--- config.mk ---
export PLATFORM = sky130hd
export DESIGN_NAME = operand_fetch
export DESIGN_NICKNAME = d
export VERILOG_FILES = /design/src/rtl/rv32_pkg.sv /design/src/rtl/operand_fetch_imm_gen.sv /design/src/rtl/operand_fetch.sv
export SDC_FILE = /design/constraint.sdc
export NUM_CORES = 1
export LEC_CHECK = 0
export CORE_UTILIZATION = 25
export CTS_CLUSTER_DIAMETER = 120
export DETAILED_ROUTE_END_ITERATION = 12
export DONT_BUFFER_PORTS = 1
export PLACE_DENSITY = 0.42
export SLEW_MARGIN = 20
export SYNTH_ARGS = -nofsm -noshare
export SYNTH_HDL_FRONTEND = slang
export SYNTH_SLANG_ARGS = --single-unit
--- constraint.sdc ---
create_clock -name clk -period 2.4 [get_ports clk]
set_clock_uncertainty 0.1 [all_clocks]
set_input_delay 0.12 -clock clk [delete_from_list [all_inputs] [get_ports clk]]
set_output_delay 0.12 -clock clk [all_outputs]
set_load 0.05 [all_outputs]
--- src/rtl/rv32_pkg.sv ---
// Shared RV32I definitions: opcodes, field positions, default widths and
// immediate-format classification used by decode and execute.
package rv32_pkg;

    localparam int XLEN_DEF      = 32;
    localparam int NREG_BITS_DEF = 5;

    localparam logic [6:0] OP_LUI    = 7'b0110111;
    localparam logic [6:0] OP_AUIPC  = 7'b0010111;
    localparam logic [6:0] OP_JAL    = 7'b1101111;
    localparam logic [6:0] OP_JALR   = 7'b1100111;
    localparam logic [6:0] OP_BRANCH = 7'b1100011;
    localparam logic [6:0] OP_LOAD   = 7'b0000011;
    localparam logic [6:0] OP_STORE  = 7'b0100011;
    localparam logic [6:0] OP_IMM    = 7'b0010011;
    localparam logic [6:0] OP_REG    = 7'b0110011;

    localparam int OPC_MSB = 6;
    localparam int OPC_LSB = 0;
    localparam int RD_MSB  = 11;
    localparam int RD_LSB  = 7;
    localparam int RS1_MSB = 19;
    localparam int RS1_LSB = 15;
    localparam int RS2_MSB = 24;
    localparam int RS2_LSB = 20;

    typedef enum logic [2:0] {
        FMT_NONE,
        FMT_R,
        FMT_I,
        FMT_S,
        FMT_B,
        FMT_U,
        FMT_J
    } imm_fmt_e;

    function automatic imm_fmt_e imm_fmt_of(input logic [6:0] opc);
        case (opc)
            OP_IMM, OP_LOAD, OP_JALR: return FMT_I;
            OP_STORE:                 return FMT_S;
            OP_BRANCH:                return FMT_B;
            OP_LUI, OP_AUIPC:         return FMT_U;
            OP_JAL:                   return FMT_J;
            OP_REG:                   return FMT_R;
            default:                  return FMT_NONE;
        endcase
    endfunction

endpackage

--- src/rtl/operand_fetch_imm_gen.sv ---
// RV32I immediate generator: decodes the format from the opcode and returns
// the sign-extended immediate (zero for R-type and unknown opcodes).
module imm_gen
    import rv32_pkg::*;
#(
    parameter int XLEN = XLEN_DEF
) (
    input  logic [31:0]     instr_i,
    output logic [XLEN-1:0] imm_o
);

    logic [31:0] imm32;

    always_comb begin
        imm32 = '0;
        case (imm_fmt_of(instr_i[OPC_MSB:OPC_LSB]))
            FMT_I: imm32 = {{20{instr_i[31]}}, instr_i[31:20]};
            FMT_S: imm32 = {{20{instr_i[31]}}, instr_i[31:25], instr_i[11:7]};
            FMT_B: imm32 = {{19{instr_i[31]}}, instr_i[31], instr_i[7],
                            instr_i[30:25], instr_i[11:8], 1'b0};
            FMT_U: imm32 = {instr_i[31:12], 12'b0};
            FMT_J: imm32 = {{11{instr_i[31]}}, instr_i[31], instr_i[19:12],
                            instr_i[20], instr_i[30:21], 1'b0};
            default: imm32 = '0;
        endcase
    end

    assign imm_o = XLEN'($signed(imm32));

endmodule

--- src/rtl/operand_fetch.sv ---
// Decode/operand-fetch stage with valid/ready output register.
// OPFETCH_BYPASS_EN enables EX/WB forwarding; otherwise any RAW match stalls.
module operand_fetch
    import rv32_pkg::*;
#(
    parameter int XLEN      = XLEN_DEF,
    parameter int NREG_BITS = NREG_BITS_DEF
) (
    input  logic                 clk,
    input  logic                 rst_n,
    input  logic                 in_valid,
    output logic                 in_ready,
    input  logic [31:0]          in_instr,
    input  logic [XLEN-1:0]      in_pc,
    output logic [NREG_BITS-1:0] ra1,
    output logic [NREG_BITS-1:0] ra2,
    input  logic [XLEN-1:0]      rd1,
    input  logic [XLEN-1:0]      rd2,
    input  logic                 ex_valid,
    input  logic                 ex_we,
    input  logic                 ex_is_load,
    input  logic [NREG_BITS-1:0] ex_wa,
    input  logic [XLEN-1:0]      ex_wd,
    input  logic                 wb_we,
    input  logic [NREG_BITS-1:0] wb_wa,
    input  logic [XLEN-1:0]      wb_wd,
    input  logic                 flush,
    output logic                 out_valid,
    input  logic                 out_ready,
    output logic [XLEN-1:0]      out_pc,
    output logic [31:0]          out_instr,
    output logic [XLEN-1:0]      out_op1,
    output logic [XLEN-1:0]      out_op2,
    output logic [XLEN-1:0]      out_imm,
    output logic [NREG_BITS-1:0] out_rd
);

    logic [6:0]           opc;
    logic [NREG_BITS-1:0] rs1;
    logic [NREG_BITS-1:0] rs2;
    logic [NREG_BITS-1:0] rd_dec;
    logic                 use1;
    logic                 use2;
    logic                 ex_hit1;
    logic                 ex_hit2;
    logic                 wb_hit1;
    logic                 wb_hit2;
    logic                 hazard;
    logic                 capture;
    logic [XLEN-1:0]      op1;
    logic [XLEN-1:0]      op2;
    logic [XLEN-1:0]      imm;

    logic                 valid_q, valid_d;
    logic [XLEN-1:0]      pc_q,    pc_d;
    logic [31:0]          instr_q, instr_d;
    logic [XLEN-1:0]      op1_q,   op1_d;
    logic [XLEN-1:0]      op2_q,   op2_d;
    logic [XLEN-1:0]      imm_q,   imm_d;
    logic [NREG_BITS-1:0] rd_q,    rd_d;

    assign opc = in_instr[OPC_MSB:OPC_LSB];
    assign rs1 = NREG_BITS'(in_instr[RS1_MSB:RS1_LSB]);
    assign rs2 = NREG_BITS'(in_instr[RS2_MSB:RS2_LSB]);
    assign ra1 = rs1;
    assign ra2 = rs2;

    assign use1   = !(opc == OP_LUI || opc == OP_AUIPC || opc == OP_JAL);
    assign use2   = (opc == OP_REG || opc == OP_STORE || opc == OP_BRANCH);
    assign rd_dec = (opc == OP_STORE || opc == OP_BRANCH) ? '0
                                                          : NREG_BITS'(in_instr[RD_MSB:RD_LSB]);

    assign ex_hit1 = ex_valid && ex_we && (ex_wa == rs1);
    assign ex_hit2 = ex_valid && ex_we && (ex_wa == rs2);
    assign wb_hit1 = wb_we && (wb_wa == rs1);
    assign wb_hit2 = wb_we && (wb_wa == rs2);

`ifdef OPFETCH_BYPASS_EN
    // A load in EX has no data yet, so it stalls instead of forwarding.
    always_comb begin
        op1 = rd1;
        if (rs1 == '0)                  op1 = '0;
        else if (ex_hit1 && !ex_is_load) op1 = ex_wd;
        else if (wb_hit1)               op1 = wb_wd;

        op2 = rd2;
        if (rs2 == '0)                  op2 = '0;
        else if (ex_hit2 && !ex_is_load) op2 = ex_wd;
        else if (wb_hit2)               op2 = wb_wd;
    end

    assign hazard = ex_is_load && (ex_wa != '0) &&
                    ((use1 && ex_hit1) || (use2 && ex_hit2));
`else
    logic unused_bypass;
    assign unused_bypass = ^{ex_wd, wb_wd, ex_is_load};

    assign op1 = (rs1 == '0) ? '0 : rd1;
    assign op2 = (rs2 == '0) ? '0 : rd2;

    assign hazard = (use1 && (rs1 != '0) && (ex_hit1 || wb_hit1)) ||
                    (use2 && (rs2 != '0) && (ex_hit2 || wb_hit2));
`endif

    imm_gen #(.XLEN(XLEN)) u_imm_gen (
        .instr_i (in_instr),
        .imm_o   (imm)
    );

    assign in_ready = !hazard && (!valid_q || out_ready);
    assign capture  = in_valid && in_ready && !flush;

    always_comb begin
        valid_d = valid_q;
        pc_d    = pc_q;
        instr_d = instr_q;
        op1_d   = op1_q;
        op2_d   = op2_q;
        imm_d   = imm_q;
        rd_d    = rd_q;

        if (flush) begin
            valid_d = 1'b0;
        end else if (capture) begin
            valid_d = 1'b1;
            pc_d    = in_pc;
            instr_d = in_instr;
            op1_d   = op1;
            op2_d   = op2;
            imm_d   = imm;
            rd_d    = rd_dec;
        end else if (out_ready) begin
            valid_d = 1'b0;
        end
    end

    always_ff @(posedge clk or negedge rst_n) begin
        if (!rst_n) begin
            valid_q <= 1'b0;
            pc_q    <= '0;
            instr_q <= '0;
            op1_q   <= '0;
            op2_q   <= '0;
            imm_q   <= '0;
            rd_q    <= '0;
        end else begin
            valid_q <= valid_d;
            pc_q    <= pc_d;
            instr_q <= instr_d;
            op1_q   <= op1_d;
            op2_q   <= op2_d;
            imm_q   <= imm_d;
            rd_q    <= rd_d;
        end
    end

    assign out_valid = valid_q;
    assign out_pc    = pc_q;
    assign out_instr = instr_q;
    assign out_op1   = op1_q;
    assign out_op2   = op2_q;
    assign out_imm   = imm_q;
    assign out_rd    = rd_q;

endmodule

==> reports/metrics.json <==
{
  "final_layout": {
    "drive_gt1_share_pct": 15.06,
    "insertedDiodeCount": 0,
    "syn2layout_area_growth_pct": 29.85,
    "design.final.nets": 978
  },
  "routing": {
    "antenna_violating_nets_left": 0,
    "detail_route.first_pass.iterations": 4,
    "initialDrtViolationCount": 160,
    "dr_total_vias": 4974,
    "routed_wl_um": 21730,
    "routedWlPerCell_um": 18.62,
    "drc": 0,
    "drt-vias-per-instance": 4.262
  },
  "floorplanning": {
    "rows": 63,
    "initial_util_pct": 25.60,
    "die_height_um": 176.7,
    "core-area_sq_um": 29800,
    "fp.dieArea_sq_um": 31220,
    "num_io_pins": 388,
    "die_x_um": 176.7
  },
  "timing": {
    "timing.hold.ws_ns": -0.7054,
    "hold_viol": 166,
    "max-slew-margin-rel_pct": 59.65,
    "max_freq_mhz": 567.7,
    "final.setup.tns_ns": 0,
    "total_setup_violations_reported_at_the_end_of_the_flow": 0,
    "setup_repair_after_global_routing_missed_its_margin": "no",
    "min_period_over_period_pct": 73.40,
    "slew_violations": 0,
    "final.min_clock_period_ns": 1.762,
    "slew_at_the_pin_with_the_worst_max_slew_slack_ns": 0.6052
  },
  "yosys": {
    "synth_most_common_cell": "dfrtp_1",
    "synth-xor-area-share_pct": 2.296,
    "post_synth_main_area_contributors": "dfrtp_1 54%, mux2i_1 13%, mux2_4 8.7%, inv_1 4.7%, nand2_1 4.1%",
    "synth_common_cells": "166 x dfrtp_1, 96 x mux2i_1, 95 x inv_1",
    "synth.ff_latch_count": 166,
    "synth.avg_cell_area_sq_um": 11.83,
    "synthesis.area_sq_um": 7629,
    "netlist-cell-type-count": 34,
    "yosys.area_share.simple_pct": 6.872,
    "synth-warning-count": 0,
    "synth-compound-area-share_pct": 2.673,
    "synth_top_flop_cell": "dfrtp_1",
    "synthesized_area_fraction_occupied_by_adder_cells_pct": 0,
    "async_flop_share_pct": 100.0,
    "synth_area_leader_cell": "dfrtp_1",
    "synth_enable_flop_cells": 0,
    "dominant_combinational_cell_family_by_area_after_synthesis": "multiplexers",
    "mappedNetlistNets": 856,
    "yosysSeqAreaShare_pct": 54.45,
    "netlist.area_leader.share_pct": 54.45,
    "muxShareOfSynthArea_pct": 25.09,
    "synthCells": 645
  },
  "cts": {
    "number_of_buffers_created_by_cts": 17,
    "cts.clk_slew.worst_paths_ns": 0.06,
    "clock_sinks": 166,
    "cts_hold_buffers": 130,
    "cts.path.max_buffers": 2,
    "cts_root_buffer": "clkbuf_16",
    "post_cts_gate_resize_count": 0,
    "number_of_buffers_added_for_setup_after_cts": 0,
    "worst_skew_pair.late_latency_ns": 0.43,
    "h_tree_levels": 4,
    "tritoncts": "yes"
  },
  "outcome": {
    "status": "complete, but fails checks",
    "failing_checks": "hold timing"
  },
  "pwr": {
    "power.leakage_nw": 5.091,
    "power_density_cells_nw_per_um2": 919.2,
    "peakVddDrop_v": 0.0004780,
    "total_power_mw": 9.105
  },
  "critical_path": {
    "cp_slowest_cell": "mux2_4",
    "critical-path-top-cell-by-count": "nand4_1",
    "critical_path_class": "in -> reg",
    "worst-endpoint-required_ns": 2.60,
    "crit_path_max_incr_delay_ns": 0.34,
    "crit_buf_inv": 1,
    "critical_path.endpoint_type": "register",
    "critical-path-top-delay-family": "simple AND/OR/NAND/NOR gates",
    "crit_path_cells": "xnor2_1 > nand4_1 > o22ai_1 > nand4_1 > nand4_4 > buf_12 > mux2_4",
    "timing.critical_path.fanout_max": 45,
    "worst-endpoint-arrival_ns": 1.96,
    "critPathLaunchType": "input pin"
  },
  "worst_hold_path": {
    "holdCritPathClass": "in -> async"
  },
  "grt": {
    "grt_pass1_vias": 5344,
    "grtUsageTotal_pct": 13.73,
    "initial_antenna_violation_count": 0,
    "grt_pass1_wl_um": 31810,
    "grt_start_max_net_pins": 167,
    "globalRoute.totalOverflow": 0
  },
  "place": {
    "dp.final_hpwl_um": 14740,
    "portBuffers": 0,
    "gp_congestion": 0.7243
  },
  "flow_run": {
    "cap_violations": 0
  }
}
## final timing paths
path | startpoint | endpoint | slack [ns] | cells past startpoint
worst max-delay path | in_instr[21] | out_pc[15]$_DFFE_PN0P_ | 0.64 | 7
worst min-delay path | rst_n | out_pc[17]$_DFFE_PN0P_ | -0.71 | 0
worst max register to register | out_valid$_DFFE_PN0P_ | out_pc[15]$_DFFE_PN0P_ | 0.70 | 4
worst min register to register | out_op1[15]$_DFFE_PN0P_ | out_op1[15]$_DFFE_PN0P_ | 0.68 | 2
max in group asynchronous | rst_n | out_op1[2]$_DFFE_PN0P_ | 2.67 | 0
min in group clk | in_instr[31] | out_imm[11]$_DFFE_PN0P_ | 0.01 | 3
## layer usage
layer / share of wire, % / track usage [%] / vias up
li1: - / - / 2317
met1: 41 / 15.83 / 2422
met2: 48 / 23.04 / 226
met3: 9.8 / 5.606 / 9
met4: 1.1 / 4.382 / 0
met5: 0 / 0 / -
## per-stage QoR
| stage | worst slack, ns | instance area (sq um) | hold slack, ns | std cells | util, % |
|---|---|---|---|---|---|
| after global routing | 0.5639 | 9906 | -0.7385 | 1167 | 33.25 |
| after floorplan | 0.3694 | 7629 | -0.2756 | 645 | - |
| after detailed placement | 0.1668 | 8019 | -0.2717 | 1008 | 26.91 |
| final | 0.6384 | 9906 | -0.7054 | 1167 | 33.25 |
| after CTS | 0.6274 | 9906 | -0.7356 | 1167 | 33.25 |
| after global placement | 0.2332 | 8019 | -0.2719 | 1008 | 26.91 |
## cells by family after synthesis
family | after synthesis
XOR/XNOR | 20
buffers and inverters | 140
multiplexers | 166
flip-flops | 166
AO/OA/AOI/OAI | 35
AND/OR/NAND/NOR | 118
## final cells by class
class                   instances  area [sq um]
fillers                      2979         19890
clock inverters                 8         125.1
well taps                     390         488.0
multi-input cells             339          2826
flip-flops and latches        166          4154
inverters                      96         360.3
clock buffers                  21         460.4
repair buffers                147          1491
## flip-flops by register name, summed over array words and instances (netlist names)
register / cells
out_pc: 32
out_op1: 32
out_instr: 32
out_op2: 32
out_rd: 5
out_imm: 32
out_valid: 1
## cell usage in the layout, fill, tap and decap left out, types with 12 or more instances in the layout
cell type	Yosys	routed
mux2i_1	96	96
a21oi_1	22	22
mux2_2	26	26
clkbuf_16	0	17
buf_4	22	12
dlygate4sd3_1	0	130
nand2_1	84	84
mux2_4	44	44
inv_1	95	95
xnor2_1	20	20
dfrtp_1	166	166
## where the power goes
part | internal [mW] | switching (mW) | leakage (nW)
logic | 0.630 | 0.395 | 2.80
clock network | 1.68 | 1.14 | 0.285
registers | 3.22 | 2.04 | 2.01
total | 5.53 | 3.57 | 5.09
No activity file was read; power rests on OpenSTA's default activity.
